## src/rtl/period_meter_pkg.sv

```systemverilog
// Shared types and defaults for the period meter.
package period_meter_pkg;

  localparam int DEFAULT_WIDTH = 32;

  typedef enum logic [1:0] {
    IDLE    = 2'd0,
    ARM     = 2'd1,
    MEASURE = 2'd2,
    DONE    = 2'd3
  } state_t;

endpackage

```

## src/rtl/sync_edge_detect.sv

```systemverilog
// Two-flop synchronizer plus a delay flop, giving single-cycle rise/fall
// pulses for an input that is asynchronous to clk.
module sync_edge_detect (
  input  logic clk,
  input  logic resetn,
  input  logic din,
  output logic rise,
  output logic fall
);

  logic s1_reg;
  logic s2_reg;
  logic s3_reg;

  // Synchronizer chain (s1, s2) followed by the edge-detect delay flop (s3).
  always_ff @(posedge clk or negedge resetn) begin
    if (!resetn) begin
      s1_reg <= 1'b0;
      s2_reg <= 1'b0;
      s3_reg <= 1'b0;
    end else begin
      s1_reg <= din;
      s2_reg <= s1_reg;
      s3_reg <= s2_reg;
    end
  end

  assign rise = s2_reg & ~s3_reg;
  assign fall = ~s2_reg & s3_reg;

endmodule

```

## src/rtl/period_meter.sv

```systemverilog
// Measures period and high time of a slow asynchronous waveform in clk
// cycles. A measurement spans two consecutive synchronized rising edges;
// results are latched on entry to DONE and held until the next DONE.
module period_meter
  import period_meter_pkg::*;
#(
  parameter int               WIDTH   = DEFAULT_WIDTH,
  parameter logic [WIDTH-1:0] TIMEOUT = {WIDTH{1'b1}}
) (
  input  logic             clk,
  input  logic             resetn,
  input  logic             sig_in,
  input  logic             start,
  output logic             busy,
  output logic             done,
  output logic [WIDTH-1:0] period,
  output logic [WIDTH-1:0] high_time,
  output logic             overflow
);

  logic rise;
  logic fall;

  sync_edge_detect u_sync (
    .clk    (clk),
    .resetn (resetn),
    .din    (sig_in),
    .rise   (rise),
    .fall   (fall)
  );

  state_t           state_reg,  state_next;
  logic [WIDTH-1:0] cnt_reg,    cnt_next;
  logic [WIDTH-1:0] hcnt_reg,   hcnt_next;
  logic             fell_reg,   fell_next;
  logic [WIDTH-1:0] period_reg, high_reg;
  logic             ovf_reg;

  logic             load;
  logic [WIDTH-1:0] load_period;
  logic [WIDTH-1:0] load_high;
  logic             load_ovf;

  logic [WIDTH-1:0] cnt_inc;
  logic [WIDTH-1:0] hcnt_inc;

  // Saturating increments: the counters stop at TIMEOUT and never wrap.
  assign cnt_inc  = (cnt_reg  >= TIMEOUT) ? TIMEOUT : cnt_reg  + 1'b1;
  assign hcnt_inc = (hcnt_reg >= TIMEOUT) ? TIMEOUT : hcnt_reg + 1'b1;

  // Next-state, counter and result-load decisions.
  // Results use the counter values as they stand after this cycle's
  // increment, so a timeout reports exactly TIMEOUT cycles.
  always_comb begin
    state_next  = state_reg;
    cnt_next    = cnt_reg;
    hcnt_next   = hcnt_reg;
    fell_next   = fell_reg;
    load        = 1'b0;
    load_period = '0;
    load_high   = '0;
    load_ovf    = 1'b0;

    unique case (state_reg)
      IDLE: begin
        cnt_next  = '0;
        hcnt_next = '0;
        fell_next = 1'b0;
        if (start) begin
          state_next = ARM;
        end
      end

      ARM: begin
        if (rise) begin
          state_next = MEASURE;
          cnt_next   = '0;
          hcnt_next  = '0;
          fell_next  = 1'b0;
        end else begin
          cnt_next = cnt_inc;
          if (cnt_inc >= TIMEOUT) begin
            state_next  = DONE;
            load        = 1'b1;
            load_period = TIMEOUT;
            load_high   = hcnt_reg;
            load_ovf    = 1'b1;
          end
        end
      end

      MEASURE: begin
        cnt_next = cnt_inc;
        // High time counts up to and including the first fall, then freezes.
        if (!fell_reg) begin
          hcnt_next = hcnt_inc;
        end
        if (fall) begin
          fell_next = 1'b1;
        end
        if (rise) begin
          state_next  = DONE;
          load        = 1'b1;
          load_period = cnt_inc;
          // No fall seen: the waveform was high for the whole period.
          load_high   = fell_reg ? hcnt_reg : cnt_inc;
          load_ovf    = 1'b0;
        end else if (cnt_inc >= TIMEOUT) begin
          state_next  = DONE;
          load        = 1'b1;
          load_period = TIMEOUT;
          load_high   = fell_reg ? hcnt_reg : hcnt_inc;
          load_ovf    = 1'b1;
        end
      end

      DONE: begin
        cnt_next  = '0;
        hcnt_next = '0;
        fell_next = 1'b0;
        state_next = start ? ARM : IDLE;
      end

      default: begin
        state_next = IDLE;
      end
    endcase
  end

  // State, counters and held result registers.
  always_ff @(posedge clk or negedge resetn) begin
    if (!resetn) begin
      state_reg  <= IDLE;
      cnt_reg    <= '0;
      hcnt_reg   <= '0;
      fell_reg   <= 1'b0;
      period_reg <= '0;
      high_reg   <= '0;
      ovf_reg    <= 1'b0;
    end else begin
      state_reg <= state_next;
      cnt_reg   <= cnt_next;
      hcnt_reg  <= hcnt_next;
      fell_reg  <= fell_next;
      if (load) begin
        period_reg <= load_period;
        high_reg   <= load_high;
        ovf_reg    <= load_ovf;
      end
    end
  end

  assign busy      = (state_reg == ARM) || (state_reg == MEASURE);
  assign done      = (state_reg == DONE);
  assign period    = period_reg;
  assign high_time = high_reg;
  assign overflow  = ovf_reg;

endmodule

```

## config.mk

```make
export PLATFORM = sky130hd
export DESIGN_NAME = period_meter
export DESIGN_NICKNAME = d
export VERILOG_FILES = /design/src/rtl/period_meter_pkg.sv /design/src/rtl/sync_edge_detect.sv /design/src/rtl/period_meter.sv
export SDC_FILE = /design/constraint.sdc
export NUM_CORES = 1
export LEC_CHECK = 0
export CORE_ASPECT_RATIO = 0.8
export CORE_UTILIZATION = 50
export CTS_BUF_LIST = sky130_fd_sc_hd__clkbuf_2 sky130_fd_sc_hd__clkbuf_4 sky130_fd_sc_hd__clkbuf_8
export CTS_CLUSTER_SIZE = 8
export DETAILED_ROUTE_END_ITERATION = 10
export GPL_ROUTABILITY_DRIVEN = 0
export PLACE_DENSITY = 0.82
export SLEW_MARGIN = 20
export SYNTH_ARGS = -nofsm -noshare
export SYNTH_HDL_FRONTEND = slang
export SYNTH_SLANG_ARGS = --single-unit
```

## constraint.sdc

```tcl
create_clock -name clk -period 10.88 [get_ports clk]
set_clock_uncertainty 0.2 [all_clocks]
set_input_delay 2.176 -clock clk [delete_from_list [all_inputs] [get_ports clk]]
set_output_delay 2.176 -clock clk [all_outputs]
set_load 0.02 [all_outputs]
```

==> qor.csv <==
stage;metric;value;unit
power_and_ir_drop;leakage;3.67;nW
synth;Mapped Area;0.00804;mm²
clock_network;postcts setup bufs;0;
clock_network;Gates resized, CTS repair;0;
setup_path;Worst setup SP type;register;
sta;Hold Violations, Final;0;
clock_network;Clock Latency Late Sink;470;ps
placed_design;hpwl dp;17200;µm
synth;ys flop type;dfrtp_1;
synth;cells after synthesis;964;
synth;syn_area_per_cell;8.34;µm²
floorplan;DIE HEIGHT;115;µm
global_route;gr ovfl total;0;
synth;Yosys reg bits;135;
run_status;status;finished, violations left;
finish;NumNets Final;1000;
sta;RSZ-0062 raised after global routing;no;
synth;number of synthesized flops with an enable pin;0;
synth;XOR/XNOR Fraction of Synth Area;0.0185;
detailed_routing;1st-iter DRT viols;1193;
detailed_routing;drt wl/cell;20.6;µm
placed_design;Post-Place Worst Slack;5450;ps
sta;f_max;180;MHz
synth;Adder-Cell Fraction of Synth Area;0.0109;
floorplan;die area;0.0166;mm²
global_route;initial antenna violation count;0;
job;max-cap violations;0;
floorplan;Core Area;0.0157;mm²
synth;Netlist cell types;70;
clock_network;CTS tree;yes;
floorplan;DIE WIDTH;144;µm
min_path;HP Class;register to register;
clock_network;clock-pin slew on the worst setup and hold paths;70;ps
sta;worst setup margin;5320;ps
finish;n_diodes;0;
finish;area growth from synthesis to layout;15.1;%
clock_network;Clock Tree Buf Depth;2;
setup_path;critical path start-end classification;register to register;
clock_network;clock sinks;135;
finish;proportion of layout cells with a drive suffix above 1;0.0699;
detailed_routing;routed vias;7982;
setup_path;Worst EP required;11030;ps
global_route;vias in the first global route;7265;
sta;fin crit share;0.511;
sta;Setup violations, final;0;
setup_path;crit-path max FO;69;
finish;commonest non-fill, non-tap cell in the layout;nor2_1;
synth;post-synthesis simple-gate area fraction;0.278;
finish;leading cell types in the layout, fill and taps excluded;nor2_1 (160), dfrtp_1 (135), a21oi_1 (106);
synth;sequential share of the synthesized area;0.420;
sta;Slew @ Worst Pin;1110;ps
synth;Async SR Flop Fraction;1.00;
sta;relative slew slack;0.262;
synth;Synthesis Warnings;0;
finish;Core Util, Final;0.587;
placed_design;Port Buffers;70;
floorplan;Initial Util;0.510;
synth;Syn Nets;975;
global_route;Total Routing Usage GR;0.319;
floorplan;io pins;71;
global_route;largest net degree at the start of global routing;84;
synth;complex-gate fraction of the synthesized area;0.208;
setup_path;crit end category;register;
detailed_routing;DRC violations left;2;
clock_network;Inserted Clock Buffers;17;
sta;Pins Over Slew Limit;0;
synth;largest family of logic cells by synthesized area;simple AND/OR/NAND/NOR gates;
setup_path;Worst R2R Setup Slack;5320;ps
setup_path;WP data arrival;5710;ps
power_and_ir_drop;PwrDens;198;mW/mm²
run_status;failing checks;DRC;
detailed_routing;via/cell ratio;6.56;
sta;fin crit period;5560;ps
detailed_routing;antenna viol nets, final;0;
power_and_ir_drop;VDD IR max;0.168;mV
synth;mux cell area share after synthesis;0.0167;
detailed_routing;DRT Pass-1 Iters;11;
detailed_routing;Routed WL;25100;µm
clock_network;H-tree Lvls;4;
clock_network;CTS root buffer;clkbuf_8;
sta;TNS Setup;0;ps
floorplan;cell row count;41;
global_route;first-pass GRT wire length;39900;µm
clock_network;hold buffer count at CTS;0;
## synth_stat cells, types with 17 or more instances
cell type | n | area [µm²]
clkbuf_1 | 37 | 139
o21ai_0 | 26 | 130
nand2_1 | 88 | 330
and3_1 | 31 | 194
nor2_1 | 160 | 601
buf_2 | 19 | 95.1
and2_1 | 17 | 106
dfrtp_1 | 135 | 3380
nand3_1 | 43 | 215
nand4_1 | 23 | 144
a21oi_1 | 106 | 531
a31oi_1 | 32 | 200
## worst paths after layout
kind                               startpoint       endpoint  cells after the start
worst max-delay path               cnt_reg[0]  high_time[22]                     10
worst min-delay path            u_sync.s1_reg  u_sync.s2_reg                      0
worst max register to register     cnt_reg[0]  high_time[22]                     10
worst min register to register  u_sync.s1_reg  u_sync.s2_reg                      0
max in group asynchronous              resetn  high_time[18]                      2
min in group asynchronous              resetn     period[10]                      1
## power by group
group,switching (mW),total [mW],leakage [nW],internal [mW]
clock network,0.200,0.527,0.257,0.328
logic,0.385,0.635,1.60,0.250
registers,0.0723,0.664,1.81,0.592
total,0.657,1.83,3.67,1.17
## logic make-up (layout without fill, tap and decap cells)
group	count (synthesis)	after routing
AND/OR/NAND/NOR	444	444
AO/OA/AOI/OAI	264	264
flip-flops	135	135
buffers and inverters	84	122
XOR/XNOR	17	17
multiplexers	13	13
adder cells (fa/ha/maj)	7	7
## critical path: stages, from the launching register on
cell	delay (ps)
dfrtp_1	530
ha_1	390
nand4_1	300
nor4_1	550
nand2_1	590
a211o_1	470
nor4_4	640
a31o_4	560
buf_4	600
mux2_2	400
a31o_2	210
## layout make-up
cell class	instances	area [µm²]
sequential	135	3380
timing repair buffer	78	766
clock buffer	24	312
multi-input combinational	745	4290
fill	1397	6500
inverter	12	45.0
tap	215	269
clock inverter	8	190
## per-layer routing
metal	up-vias	routed length [µm]	global-route usage
met4	0	877	0.143
met5	-	0	0
li1	3559	-	-
met1	3787	10800	0.465
met3	75	3160	0.0912
met2	561	10300	0.437
## per-stage QoR
stage / hold slack (ps) / instance area (µm²) / std cells / power (mW)
global placement: 132 / 8740 / 1185 / 1.28
detailed placement: 135 / 8740 / 1185 / 1.30
finish: 149 / 9250 / 1217 / 1.83
floorplan: 131 / 8040 / 964 / 1.03
CTS: 150 / 9240 / 1217 / 1.82
global route: 175 / 9250 / 1217 / 1.91
(Power assumes the default switching activity.)
